==> src/rtl/alu_arb_pkg.sv <==
// Shared types for the ALU arbiter: opcode enum, request and response bundles.
// Also holds the operand and opcode widths.
package alu_arb_pkg;

    localparam int DATA_W   = 8;
    localparam int SEL_W    = 3;
    localparam int ID_W_MAX = 3;

    typedef enum logic [SEL_W-1:0] {
        OP_ADD = 3'd0,
        OP_SUB = 3'd1,
        OP_AND = 3'd2,
        OP_OR  = 3'd3,
        OP_XOR = 3'd4,
        OP_SLL = 3'd5,
        OP_SRA = 3'd6,
        OP_SLT = 3'd7
    } alu_op_e;

    typedef struct packed {
        alu_op_e           sel;
        logic [DATA_W-1:0] a;
        logic [DATA_W-1:0] b;
    } req_t;

    typedef struct packed {
        logic [ID_W_MAX-1:0] id;
        logic [DATA_W-1:0]   c;
        logic                z;
    } rsp_t;

endpackage

==> src/rtl/alu_arb_rsp_fifo.sv <==
// First-word fall-through response queue for the ALU arbiter.
// Ports: push/push_data in, pop in, out_valid/out_data out, count out (entries held).
module alu_arb_rsp_fifo
    import alu_arb_pkg::*;
#(
    parameter int  DEPTH = 4,
    parameter type T     = rsp_t
) (
    input  logic                     clk,
    input  logic                     rst,
    input  logic                     push,
    input  T                         push_data,
    input  logic                     pop,
    output logic                     out_valid,
    output T                         out_data,
    output logic [$clog2(DEPTH):0]   count
);

    localparam int PTR_W = $clog2(DEPTH);

    T                 mem_q [DEPTH];
    logic [PTR_W-1:0] wr_ptr_q, wr_ptr_d;
    logic [PTR_W-1:0] rd_ptr_q, rd_ptr_d;
    logic [PTR_W:0]   cnt_q, cnt_d;
    logic             do_push;
    logic             do_pop;

    // A full queue still takes a push when the head leaves in the same cycle.
    always_comb begin
        do_pop   = pop && (cnt_q != '0);
        do_push  = push && ((cnt_q != (PTR_W+1)'(DEPTH)) || do_pop);
        wr_ptr_d = do_push ? wr_ptr_q + PTR_W'(1) : wr_ptr_q;
        rd_ptr_d = do_pop ? rd_ptr_q + PTR_W'(1) : rd_ptr_q;
        cnt_d    = cnt_q;
        if (do_push && !do_pop) begin
            cnt_d = cnt_q + (PTR_W+1)'(1);
        end else if (do_pop && !do_push) begin
            cnt_d = cnt_q - (PTR_W+1)'(1);
        end
    end

    always_ff @(posedge clk or posedge rst) begin
        if (rst) begin
            wr_ptr_q <= '0;
            rd_ptr_q <= '0;
            cnt_q    <= '0;
        end else begin
            wr_ptr_q <= wr_ptr_d;
            rd_ptr_q <= rd_ptr_d;
            cnt_q    <= cnt_d;
        end
    end

    always_ff @(posedge clk) begin
        if (do_push) begin
            mem_q[wr_ptr_q] <= push_data;
        end
    end

    assign out_valid = (cnt_q != '0);
    assign out_data  = mem_q[rd_ptr_q];
    assign count     = cnt_q;

endmodule

==> src/rtl/alu_arbiter.sv <==
// Round-robin arbiter sharing one fixed-latency ALU between NUM_REQ requesters.
// Ports: req_* (per-requester valid/ready + {sel,a,b}), alu_* (ALU operand/result),
// rsp_* (FWFT response with requester id), flush/flush_done (drain handshake).
// Optional macro ALU_ARB_STATS_EN adds stat_busy and stat_stall counters.
module alu_arbiter
    import alu_arb_pkg::*;
#(
    parameter int NUM_REQ   = 4,
    parameter int ALU_LAT   = 1,
    parameter int RSP_DEPTH = 4
) (
    input  logic                         clk,
    input  logic                         rst,
    input  logic [NUM_REQ-1:0]           req_valid,
    output logic [NUM_REQ-1:0]           req_ready,
    input  logic [NUM_REQ*SEL_W-1:0]     req_sel,
    input  logic [NUM_REQ*DATA_W-1:0]    req_a,
    input  logic [NUM_REQ*DATA_W-1:0]    req_b,
    output logic [SEL_W-1:0]             alu_sel,
    output logic [DATA_W-1:0]            alu_a,
    output logic [DATA_W-1:0]            alu_b,
    input  logic [DATA_W-1:0]            alu_c,
    input  logic                         alu_z,
    output logic                         rsp_valid,
    input  logic                         rsp_ready,
    output logic [$clog2(NUM_REQ)-1:0]   rsp_id,
    output logic [DATA_W-1:0]            rsp_c,
    output logic                         rsp_z,
    input  logic                         flush,
    output logic                         flush_done
`ifdef ALU_ARB_STATS_EN
    ,
    output logic [31:0]                  stat_busy,
    output logic [31:0]                  stat_stall
`endif
);

    localparam int ID_W  = $clog2(NUM_REQ);
    localparam int CNT_W = $clog2(RSP_DEPTH) + 1;

    typedef enum logic {
        ST_RUN,
        ST_DRAIN
    } state_e;

    state_e            state_q, state_d;
    logic [ID_W-1:0]   rr_ptr_q, rr_ptr_d;
    req_t              iss_q, iss_d;
    logic [ALU_LAT:0]  tag_vld_q, tag_vld_d;
    logic [ID_W-1:0]   tag_id_q [ALU_LAT+1];
    logic [ID_W-1:0]   tag_id_d [ALU_LAT+1];

    logic [ID_W-1:0]   cand;
    logic [ID_W-1:0]   gnt_idx;
    logic              gnt_found;
    logic              allow;
    logic              hs;
    logic [3:0]        inflight;
    logic [7:0]        used;
    logic              credit_ok;
    logic              drained;

    rsp_t              push_data;
    rsp_t              fifo_out;
    logic              fifo_valid;
    logic [CNT_W-1:0]  fifo_cnt;
    logic              pop;
    logic              unused_id;

    // Round-robin search starting at rr_ptr.
    always_comb begin
        cand      = '0;
        gnt_idx   = '0;
        gnt_found = 1'b0;
        for (int i = 0; i < NUM_REQ; i++) begin
            cand = ID_W'((int'(rr_ptr_q) + i) % NUM_REQ);
            if (!gnt_found && req_valid[cand]) begin
                gnt_found = 1'b1;
                gnt_idx   = cand;
            end
        end
    end

    // Tag stage 0 sits beside the issue register; the ALU_LAT stages after it
    // line up with alu_c. Every tag is a reserved FIFO slot.
    always_comb begin
        inflight = '0;
        for (int i = 0; i <= ALU_LAT; i++) begin
            inflight = inflight + 4'(tag_vld_q[i]);
        end
        used      = 8'(fifo_cnt) + 8'(inflight);
        credit_ok = (used < 8'(RSP_DEPTH));
        drained   = (inflight == '0) && !fifo_valid;
    end

    always_comb begin
        state_d    = state_q;
        allow      = 1'b0;
        flush_done = 1'b0;
        unique case (state_q)
            ST_RUN: begin
                allow = credit_ok && !rst;
                if (flush) begin
                    state_d = ST_DRAIN;
                end
            end
            ST_DRAIN: begin
                if (drained) begin
                    flush_done = 1'b1;
                    state_d    = ST_RUN;
                end
            end
            default: state_d = ST_RUN;
        endcase
    end

    always_comb begin
        hs        = allow && gnt_found;
        req_ready = hs ? (NUM_REQ'(1) << gnt_idx) : '0;
        rr_ptr_d  = rr_ptr_q;
        iss_d     = iss_q;
        if (hs) begin
            rr_ptr_d  = ID_W'((int'(gnt_idx) + 1) % NUM_REQ);
            iss_d.sel = alu_op_e'(req_sel[gnt_idx*SEL_W +: SEL_W]);
            iss_d.a   = req_a[gnt_idx*DATA_W +: DATA_W];
            iss_d.b   = req_b[gnt_idx*DATA_W +: DATA_W];
        end
        tag_vld_d    = {tag_vld_q[ALU_LAT-1:0], hs};
        tag_id_d[0]  = gnt_idx;
        for (int i = 1; i <= ALU_LAT; i++) begin
            tag_id_d[i] = tag_id_q[i-1];
        end
    end

    always_ff @(posedge clk or posedge rst) begin
        if (rst) begin
            state_q   <= ST_RUN;
            rr_ptr_q  <= '0;
            iss_q     <= '0;
            tag_vld_q <= '0;
            for (int i = 0; i <= ALU_LAT; i++) begin
                tag_id_q[i] <= '0;
            end
        end else begin
            state_q   <= state_d;
            rr_ptr_q  <= rr_ptr_d;
            iss_q     <= iss_d;
            tag_vld_q <= tag_vld_d;
            for (int i = 0; i <= ALU_LAT; i++) begin
                tag_id_q[i] <= tag_id_d[i];
            end
        end
    end

    assign alu_sel = iss_q.sel;
    assign alu_a   = iss_q.a;
    assign alu_b   = iss_q.b;

    always_comb begin
        push_data    = '0;
        push_data.id = ID_W_MAX'(tag_id_q[ALU_LAT]);
        push_data.c  = alu_c;
        push_data.z  = alu_z;
    end

    alu_arb_rsp_fifo #(
        .DEPTH (RSP_DEPTH),
        .T     (rsp_t)
    ) u_fifo (
        .clk       (clk),
        .rst       (rst),
        .push      (tag_vld_q[ALU_LAT]),
        .push_data (push_data),
        .pop       (pop),
        .out_valid (fifo_valid),
        .out_data  (fifo_out),
        .count     (fifo_cnt)
    );

    // Stale storage is masked so idle outputs read as zero.
    assign pop       = fifo_valid && rsp_ready;
    assign rsp_valid = fifo_valid;
    assign rsp_id    = fifo_valid ? ID_W'(fifo_out.id) : '0;
    assign rsp_c     = fifo_valid ? fifo_out.c : '0;
    assign rsp_z     = fifo_valid ? fifo_out.z : 1'b0;
    assign unused_id = ^fifo_out.id;

`ifdef ALU_ARB_STATS_EN
    logic [31:0] stat_busy_q, stat_busy_d;
    logic [31:0] stat_stall_q, stat_stall_d;

    always_comb begin
        stat_busy_d  = stat_busy_q;
        stat_stall_d = stat_stall_q;
        if (((inflight != '0) || fifo_valid) && (stat_busy_q != '1)) begin
            stat_busy_d = stat_busy_q + 32'd1;
        end
        if ((|req_valid) && !hs && (stat_stall_q != '1)) begin
            stat_stall_d = stat_stall_q + 32'd1;
        end
    end

    always_ff @(posedge clk or posedge rst) begin
        if (rst) begin
            stat_busy_q  <= '0;
            stat_stall_q <= '0;
        end else begin
            stat_busy_q  <= stat_busy_d;
            stat_stall_q <= stat_stall_d;
        end
    end

    assign stat_busy  = stat_busy_q;
    assign stat_stall = stat_stall_q;
`endif

endmodule

==> config.mk <==
export PLATFORM = sky130hd
export DESIGN_NAME = alu_arbiter
export DESIGN_NICKNAME = d
export VERILOG_FILES = /design/src/rtl/alu_arb_pkg.sv /design/src/rtl/alu_arb_rsp_fifo.sv /design/src/rtl/alu_arbiter.sv
export SDC_FILE = /design/constraint.sdc
export NUM_CORES = 1
export LEC_CHECK = 0
export BUFFER_PORTS_ARGS = -buffer_cell sky130_fd_sc_hd__clkbuf_2
export CAP_MARGIN = 20
export CELL_PAD_IN_SITES_DETAIL_PLACEMENT = 1
export CELL_PAD_IN_SITES_GLOBAL_PLACEMENT = 2
export CORE_MARGIN = 4
export CORE_UTILIZATION = 33
export CTS_CLUSTER_DIAMETER = 80
export DETAILED_ROUTE_END_ITERATION = 10
export GPL_ROUTABILITY_DRIVEN = 0
export PLACE_DENSITY = 0.85
export SLEW_MARGIN = 40
export SYNTH_ARGS = -nofsm -noshare
export SYNTH_HDL_FRONTEND = slang
export SYNTH_SLANG_ARGS = --single-unit
==> constraint.sdc <==
create_clock -name clk -period 3.77 [get_ports clk]
set_clock_uncertainty 0.2 [all_clocks]
set_input_delay 0.1885 -clock clk [delete_from_list [all_inputs] [get_ports clk]]
set_output_delay 0.1885 -clock clk [all_outputs]
set_load 0.02 [all_outputs]
# --- Word level (Yosys, flattened, before mapping) ---
# Memories as Yosys holds them, arrays and structs flattened.
# Index checks and enable logic that the tools add are counted.
# W data, S select, Z words.
word_totals:
  mem_bits_rw: 44
  memories: 1
  out_inout_bits: 36
  regBits: 35
  latch_bits: 0
  mem_bits_ro: 0
mem_list:
  columns: ["memory", "depth", "word_bits", "read_ports", "rd_clocked_by_memory_dff", "write_ports", "line_no", "rtl"]
  rows:
  - ["u_fifo.mem_q", 4, 11, 1, 0, 1, "alu_arb_rsp_fifo.sv:21", "T mem_q [DEPTH];"]
op_classes:
  n_lt_le_gt_ge: 5
  n_mux: 30
  add_sub_neg: 10
  eq_ne: 1
  reduce_logical: 22
  multipliers: 1
  div: 0
  n_bitwise: 1
  n_shift: 4
op_table:
  columns: ["op", "count"]
  rows:
  - ["$shiftx A32 B6 Y8", 2]
  - ["$mux W1", 16]
  - ["$lt A2 B3 Y1 const B", 4]
  - ["$shiftx A12 B5 Y3", 1]
  - ["$logic_and A1 B1 Y1", 11]
  - ["$mux W2", 5]
  - ["$add A2 B1 Y2 const B", 4]
  - ["$bmux W1 S2", 4]
  - ["$mux W8", 1]
  - ["$logic_not A1 Y1", 7]
  - ["$mux W3", 2]
  - ["$add A2 B2 Y2 const B", 2]
  - ["$add A3 B2 Y4", 1]
  - ["$logic_not A4 Y1", 1]
  - ["$lt A4 B3 Y1 const B", 1]
  - ["$mul A2 B2 Y4 const B", 1]
  - ["$mux W4", 1]
  - ["$shl A1 B2 Y4 const A", 1]
  - ["$add A3 B1 Y3 const B", 1]
  - ["$ne A3 B3 Y1 const B", 1]
  - ["$reduce_bool A3 Y1", 1]
  - ["$sub A3 B1 Y3 const B", 1]
  - ["$add A1 B1 Y2", 1]
  - ["$pmux W1 S2", 1]
  - ["3 further kinds", 3]

# --- Depth between registers and ports, before layout ---
# Gate-level depths: netlist of the first run.
logic_depth:
  word_depth: 14
  ltp_mapped: 10

# --- Hierarchy ---
# A second synthesis of the first run with hierarchy kept.
hier_totals:
  cells_unflattened: 275
  area_unflattened_um2: 4050.1
modules_own_cells:
  columns: ["module", "area_each_um2", "cells_per_inst", "seq_area_each_um2", "instances"]
  rows:
  - ["alu_arb_rsp_fifo", 2155.8, 98, 1616.6, 1]
  - ["alu_arbiter", 1894.3, 177, 700.7, 1]

# --- Worst setup path after synthesis of the first run ---
# OpenSTA, ideal clock, no wires.
synth_timing:
  path_type: "reg2reg"
  start: "reg tag_vld_q[0]"
  end: "reg iss_q, in the netlist alu_a[2]"
  setup_ns: 0.146
  t_arrival_ns: 2.295
  path_buffers: 1
  stages_incl_launch_ff: 9
  period_less_slack_ns: 2.641
  required_ns: 3.424
  slack_ns: 1.129
  path_cell_list: "dfrtp_1 > ha_1 > ha_1 > or4_1 > a311oi_2 > or3b_1 > buf_2 > o32ai_2 > a211oi_1"
synth_between:
  elab_chain_cells: 6
synth_rtl:
  columns: ["item", "line_no", "rtl"]
  rows:
  - ["from (decl)", "alu_arbiter.sv:49", "logic [ALU_LAT:0] tag_vld_q, tag_vld_d;"]
  - ["from (signal assigned)", "alu_arbiter.sv:148", "tag_vld_q <= tag_vld_d;"]
  - ["$add A1 B1 Y2", "alu_arbiter.sv:89", "inflight = inflight + 4'(tag_vld_q[i]);"]
  - ["$add A3 B2 Y4", "alu_arbiter.sv:91", "used = 8'(fifo_cnt) + 8'(inflight);"]
  - ["$lt A4 B3 Y1", "alu_arbiter.sv:92", "credit_ok = (used < 8'(RSP_DEPTH));"]
  - ["$logic_and A1 B1 Y1", "alu_arbiter.sv:102", "allow = credit_ok && !rst;"]
  - ["$mux W1", "alu_arbiter.sv:100", "unique case (state_q)"]
  - ["$logic_and A1 B1 Y1", "alu_arbiter.sv:118", "hs = allow && gnt_found;"]
  - ["to (signal assigned)", "alu_arbiter.sv:147", "iss_q <= iss_d;"]
  - ["to (decl)", "alu_arbiter.sv:48", "req_t iss_q, iss_d;"]
# Every way passes these cells.
# A chain may end at the register's enable or synchronous reset.

# --- Worst setup path in the final report of the first run ---
layout_timing:
  start: "reg tag_vld_q[0]"
  end: "reg iss_q, in the netlist alu_a[7]"
# The elaborated chain is that of the path after synthesis.

==> reports/qor.csv, run 1 <==
stage;metric;value;unit
run_status;status;finished, violations left;
run_status;violations;negative hold slack;
global_route;grt_start_max_net_pins;40;
sta;tns;0;ns
critical_path;max_stage_delay;0.57;ns
drt;viasPerCell;5.31;
logic_synthesis;synth_top_area_share;33.4;%
drt;post_drt_wl_per_cell;19.3;µm
critical_path;cpMaxStageDelayCell;or4_1;
clock_tree;cts_buffers;9;
logic_synthesis;ys_ff_latch;79;
die;die_width;117;µm
sta;finalSetupViolations;0;
drt;dr_total_vias;3318;
clock_tree;cts_tree;done;
cells_and_area;nets;583;
clock_tree;cts_num_sinks;79;
critical_path;start_kind;flip-flop;
critical_path;crit_chain;ha_1 -> ha_1 -> or4_1 -> a311oi_4 -> buf_12 -> o21ai_4 -> buf_8 -> o32ai_1 -> a21oi_1 -> dlygate4sd3_1;
logic_synthesis;avgSynthCellArea;13.3;µm²
cells_and_area;layoutNonFillerInstCount;625;
global_route;antenna_found_initial;0;
logic_synthesis;yosys.area.top_type;edfxtp_1;
flow_run;max_cap_viol_count;0;
clock_tree;clk_transition_reported_paths;0.06;ns
drt;drtPass1Iterations;5;
drt;wl;12100;µm
critical_path;crit_required;3.78;ns
logic_synthesis;yosys_most_used_dff;edfxtp_1;
die;die_h;117;µm
power_and_ir_drop;ir_worst_vdd;0.000331;V
cells_and_area;area_growth;42.5;%
die;num_rows;39;
drt;antenna_left;0;
sta;rsz0062_at_grt;no;
placed_design;placed_cell_area;4760;µm²
sta;hold_slack;-0.000529;ns
critical_path;critPathCaptureType;flip-flop;
logic_synthesis;synth_most_common_cell;edfxtp_1;
logic_synthesis;synthCells;297;
global_route;grt_usage;17.6;%
sta;hold_viol;1;
die;die_area;13800;µm²
clock_tree;root_buffer;clkbuf_16;
sta;relSlewSlack;59.8;%
logic_synthesis;syn_nets;403;
placed_design;dp_cells;553;
logic_synthesis;ys_top_cells_by_count;edfxtp_1 (44), dfrtp_1 (35), o32ai_1 (25);
power_and_ir_drop;p_leak;2.27;nW
global_route;grt_pass1_wl;19700;µm
cells_and_area;n_antenna_cell;0;
die;core_area;11600;µm²
critical_path;crit_top_cell;ha_1;
critical_path;crit_arrival;3.58;ns
placed_design;portBuffers;128;
logic_synthesis;ys_seq_area_share;55.5;%
logic_synthesis;synth.area.top_cells;edfxtp_1 (33%), dfrtp_1 (22%), mux4_2 (6.3%);
logic_synthesis;synth-edff-count;44;
logic_synthesis;yosys.cell_types.count;41;
power_and_ir_drop;power_density;675;nW/µm²
die;ios;129;
critical_path;crit_fanout;28;
global_route;grt_pass1_vias;3708;
drt;drc;0;
hold_path;min_path_type;in -> reg;
clock_tree;cts_setup_buffers;0;
sta;fin_crit_sh;94.5;%
logic_synthesis;ys_warn_count;0;
clock_tree;clock_path_buffers;2;
logic_synthesis;syn_area;3960;µm²
die;start_util;34.2;%
global_route;grt.overflow.total;0;
sta;tightest_slew;0.599;ns
drt;drt_iter0_markers;227;
logic_synthesis;synth-async-reset-ratio;44.3;%
sta;max_freq;281;MHz
sta;slew_violations;0;
sta;period_needed;3.56;ns
placed_design;hpwlAfterDp;7860;µm
cells_and_area;stdcell_area;5640;µm²
clock_tree;htree_levels;3;
clock_tree;clock_latency;0.33;ns
critical_path;path_class;reg -> reg;
cells_and_area;drive_gt1_share;38.0;%
==> worst max-delay path, delay by kind of cell (launching register included) <==
family / cells / cell delay (ns)
flops: 1 / 0.39
fa+ha+maj: 2 / 0.38
simple gates: 1 / 0.57
compound gates: 4 / 0.87
buf+inv: 3 / 1.03
==> cell usage in the layout, fill, tap and decap left out, drive strengths merged, types with 2 or more instances in the layout <==
| cell | Yosys | final |
|---|---|---|
| clkbuf | 14 | 137 |
| dlygate4sd3 | 0 | 56 |
| edfxtp | 44 | 44 |
| o32ai | 37 | 37 |
| dfrtp | 35 | 35 |
| nand2 | 24 | 24 |
| a21oi | 22 | 22 |
| and2 | 20 | 20 |
| o31a | 19 | 19 |
| inv | 11 | 13 |
| ha | 12 | 12 |
| mux4 | 11 | 11 |
| buf | 10 | 9 |
| nor2 | 6 | 6 |
| xnor2 | 5 | 5 |
| o21ai | 5 | 5 |
| nand2b | 2 | 2 |
| nor2b | 2 | 2 |
| clkinvlp | 0 | 2 |
| clkinv | 0 | 2 |
| a311oi | 2 | 2 |
| nor3 | 2 | 2 |
==> registers in the layout, indices dropped and copies added, names as in the netlist <==
| register | cells |
|---|---|
| alu_sel | 3 |
| alu_a | 8 |
| alu_b | 8 |
| u_fifo.mem_q | 44 |
| tag_id_d | 2 |
| u_fifo.rd_ptr_q | 2 |
| u_fifo.wr_ptr_q | 2 |
| rr_ptr_q | 2 |
| tag_vld_q | 2 |
| state_q | 1 |
| u_fifo.count | 3 |
| push_data | 2 |
==> where the power goes <==
part	switching [W]	leakage [nW]	internal (W)
Clock	0.000351	0.138	0.000513
Sequential	0.000228	0.801	0.00113
Combinational	0.000863	1.34	0.000725
Total	0.00144	2.27	0.00236
==> area by class of cell <==
cell class                      count  area, µm²
Inverter                           11       41.3
Fill cell                        1201       5930
Sequential cell                    79       2200
Tap cell                          143        179
Multi-Input combinational cell    183       1630
Timing Repair Buffer              193       1300
Clock buffer                        9        225
Clock inverter                      7       70.1
==> metrics by stage <==
step                power (W)  util [%]  setup WS [ns]
finish                0.00381      48.7          0.207
global route          0.00404      48.7         0.0393
floorplan             0.00231         -           1.13
global placement      0.00276      40.9          0.590
detailed placement    0.00282      41.2          0.480
CTS                   0.00383      48.6         0.0353
==> per-layer routing <==
| metal | part of all wire (%) | GRT usage, % |
|---|---|---|
| met4 | 1.5 | 4.54 |
| met2 | 51 | 31.1 |
| met5 | 0 | 0 |
| met1 | 40 | 20.7 |
| met3 | 7.3 | 5.91 |
==> worst paths after layout <==
| path | start | to | slack [ns] | depth (start not counted) |
|---|---|---|---|---|
| setup / recovery | tag_vld_q[0]$_DFF_PP0_ | alu_a[7]$_DFFE_PP0P_ | 0.21 | 10 |
| max in group asynchronous | rst | alu_b[2]$_DFFE_PP0P_ | 2.46 | 4 |
| hold / removal | req_a[10] | alu_a[2]$_DFFE_PP0P_ | -0.0005 | 3 |
| setup reg to reg | tag_vld_q[0]$_DFF_PP0_ | alu_a[7]$_DFFE_PP0P_ | 0.21 | 10 |
| hold reg to reg | tag_id_d[1]$_DFF_PP0_ | push_data[10]$_DFF_PP0_ | 0.15 | 0 |
| min in group asynchronous | rst | state_q$_DFF_PP0_ | 0.28 | 3 |
==> kinds of logic (layout without fill, tap and decap cells) <==
kind of cell / Yosys count / count (layout) / share of synthesized area, %
flip-flops: 79 / 79 / 55.5
XOR/XNOR: 6 / 6 / 1.33
AND/OR/NAND/NOR: 62 / 62 / 7.94
multiplexers: 13 / 13 / 6.80
AO/OA/AOI/OAI: 89 / 89 / 20.0
adder cells (fa/ha/maj): 13 / 13 / 4.30
buffers and inverters: 35 / 220 / 4.11
==> what timing repair did <==
item | in CTS | in global routing
setup endpoints to repair | 0 | 7
resized for setup | 0 | 4
hold buffers | 56 | 0
endpoints found under the hold margin | 81 | 0
(Power assumes the default switching activity.)
==> run 2: changes to the inputs <==
--- a/config.mk
+++ b/config.mk
@@ -14,6 +14,7 @@
 export CTS_CLUSTER_DIAMETER = 80
 export DETAILED_ROUTE_END_ITERATION = 10
 export GPL_ROUTABILITY_DRIVEN = 0
+export MAX_ROUTING_LAYER = met4
 export PLACE_DENSITY = 0.85
 export SLEW_MARGIN = 40
 export SYNTH_ARGS = -nofsm -noshare
==> reports/qor.csv, run 2 (synthesized netlist as in run 1, its figures left out) <==
stage;metric;value;unit
placed_design;portBuffers;128;
run_status;status;complete, no violations;
critical_path;r2r-start;tag_vld_q[0]$_DFF_PP0_;
cells_and_area;largest-register;u_fifo.mem_q;
drt;viasPerCell;5.31;
drt;post_drt_wl_per_cell;19.3;µm
critical_path;critPathCaptureType;flip-flop;
power_and_ir_drop;seqPwrFrac;35.5;%
hold_path;min_path_type;in -> reg;
cells_and_area;layout_commonest_cell;clkbuf_2;
clock_tree;clock_latency;0.33;ns
clock_tree;root_buffer;clkbuf_16;
critical_path;crit_required;3.78;ns
hold_path;hold_path.startpoint;req_a[10];
global_route;grt_start_max_net_pins;40;
cells_and_area;layout_common_cells;clkbuf_2 (128), dlygate4sd3_1 (56), edfxtp_1 (44);
power_and_ir_drop;p_clk_share;22.7;%
sta;fin_crit_sh;94.4;%
global_route;grt_pass1_vias;3715;
cells_and_area;nets;583;
power_and_ir_drop;p_total;0.00381;W
drt;drtPass1Iterations;4;
placed_design;post-place-ws;0.480;ns
sta;max_freq;281;MHz
drt;antenna_left;0;
die;die_area;13800;µm²
flow_run;max_cap_viol_count;0;
sta;finalSetupViolations;0;
cells_and_area;largest_register_ffs;44;
cells_and_area;n_antenna_cell;0;
sta;tns;0;ns
critical_path;crit_arrival;3.57;ns
power_and_ir_drop;ir_worst_vdd;0.000331;V
clock_tree;clock_path_buffers;2;
hold_path;hold_depth;3;
global_route;antenna_found_initial;0;
drt;drt_iter0_markers;238;
die;num_rows;39;
sta;setup_ws;0.210;ns
die;core_area;11600;µm²
die;die_h;117;µm
sta;hold_viol;0;
sta;slew_violations;0;
die;start_util;34.2;%
global_route;grt_pass1_wl;19700;µm
sta;hold_slack;0.000976;ns
clock_tree;cts_buffers;9;
cells_and_area;area_growth;42.5;%
placed_design;hpwlAfterDp;7860;µm
drt;wl;12100;µm
power_and_ir_drop;p_int;0.00236;W
hold_path;holdPathEnd;alu_a[2]$_DFFE_PP0P_;
drt;drc;0;
die;die_width;117;µm
sta;rsz0062_at_grt;no;
die;ios;129;
critical_path;path_class;reg -> reg;
global_route;grt.overflow.total;0;
sta;relSlewSlack;59.7;%
sta;tightest_slew;0.600;ns
clock_tree;clk_transition_reported_paths;0.07;ns
sta;period_needed;3.56;ns
clock_tree;cts_num_sinks;79;
power_and_ir_drop;power_density;676;nW/µm²
cells_and_area;drive_gt1_share;38.0;%
critical_path;crit_fanout;28;
critical_path;start_kind;flip-flop;
critical_path;worstReg2RegEnd;alu_a[7]$_DFFE_PP0P_;
clock_tree;cts_tree;done;
clock_tree;htree_levels;3;
power_and_ir_drop;p_leak;2.27;nW
drt;dr_total_vias;3320;
power_and_ir_drop;swShare;37.9;%
power_and_ir_drop;p_sw;0.00144;W
critical_path;reg2reg_depth;10;
power_and_ir_drop;power_frac_comb;41.7;%
critical_path;timing.reg2reg.setup_slack;0.21;ns
global_route;grt_usage;18.2;%
[run 2: power groups by stage]
stage | clock network, W | registers [W] | logic [W]
2_1_floorplan | 0 | 0.00139 | 0.000916
3_5_place_dp | 0 | 0.00137 | 0.00145
4_1_cts | 0.000880 | 0.00135 | 0.00159
6_report | 0.000866 | 0.00135 | 0.00159
5_1_grt | 0.000923 | 0.00139 | 0.00173
3_3_place_gp | 0 | 0.00136 | 0.00140
[run 2: layout make-up]
| cell class | instances | area, µm² |
|---|---|---|
| clock buffer | 9 | 225 |
| timing repair buffer | 193 | 1300 |
| multi-input combinational | 183 | 1630 |
| sequential | 79 | 2200 |
| tap | 143 | 179 |
| inverter | 11 | 41.3 |
| clock inverter | 7 | 70.1 |
| fill | 1201 | 5930 |
[run 2: timing repair]
action	4_1_cts	5_1_grt
setup endpoints to repair	0	7
resized for setup	0	4
buffers inserted	0	0
endpoints found under the hold margin	81	0
hold buffers	56	0
[run 2: worst max path at each step]
stage | from | end | slack, ns | cells past startpoint
6_report | tag_vld_q[0]$_DFF_PP0_ | alu_a[7]$_DFFE_PP0P_ | 0.21 | 10
3_5_place_dp | tag_vld_q[0]$_DFF_PP0_ | alu_b[5]$_DFFE_PP0P_ | 0.48 | 10
3_3_place_gp | tag_vld_q[0]$_DFF_PP0_ | alu_a[5]$_DFFE_PP0P_ | 0.59 | 8
2_1_floorplan | tag_vld_q[0]$_DFF_PP0_ | alu_a[2]$_DFFE_PP0P_ | 1.13 | 8
4_1_cts | tag_vld_q[0]$_DFF_PP0_ | alu_a[7]$_DFFE_PP0P_ | 0.04 | 10
5_1_grt | tag_vld_q[0]$_DFF_PP0_ | alu_sel[0]$_DFFE_PP0P_ | 0.04 | 10
[run 2: worst max-delay path: stages, from the launching register on]
cell and delay, ns:
dfrtp_1 0.40, ha_1 0.21, ha_1 0.17, or4_1 0.57, a311oi_4 0.36, buf_12 0.25
o21ai_4 0.15, buf_8 0.21, o32ai_1 0.27, a21oi_1 0.10, dlygate4sd3_1 0.57
[run 2: per-layer routing]
| layer | vias up | part of all wire, % | track usage [%] |
|---|---|---|---|
| met5 | - | 0 | - |
| met4 | 0 | 1.3 | 4.54 |
| met3 | 12 | 6.6 | 4.52 |
| met2 | 139 | 52 | 31.3 |
| met1 | 1658 | 40 | 21.5 |
| li1 | 1511 | - | - |
[run 2: through the flow]
stage	utilization (%)	cell area, µm²	std cells
final	48.7	5640	625
after global routing	48.7	5640	625
after floorplan	-	3960	297
after global placement	40.9	4730	551
after detailed placement	41.2	4760	553
after CTS	48.6	5620	625
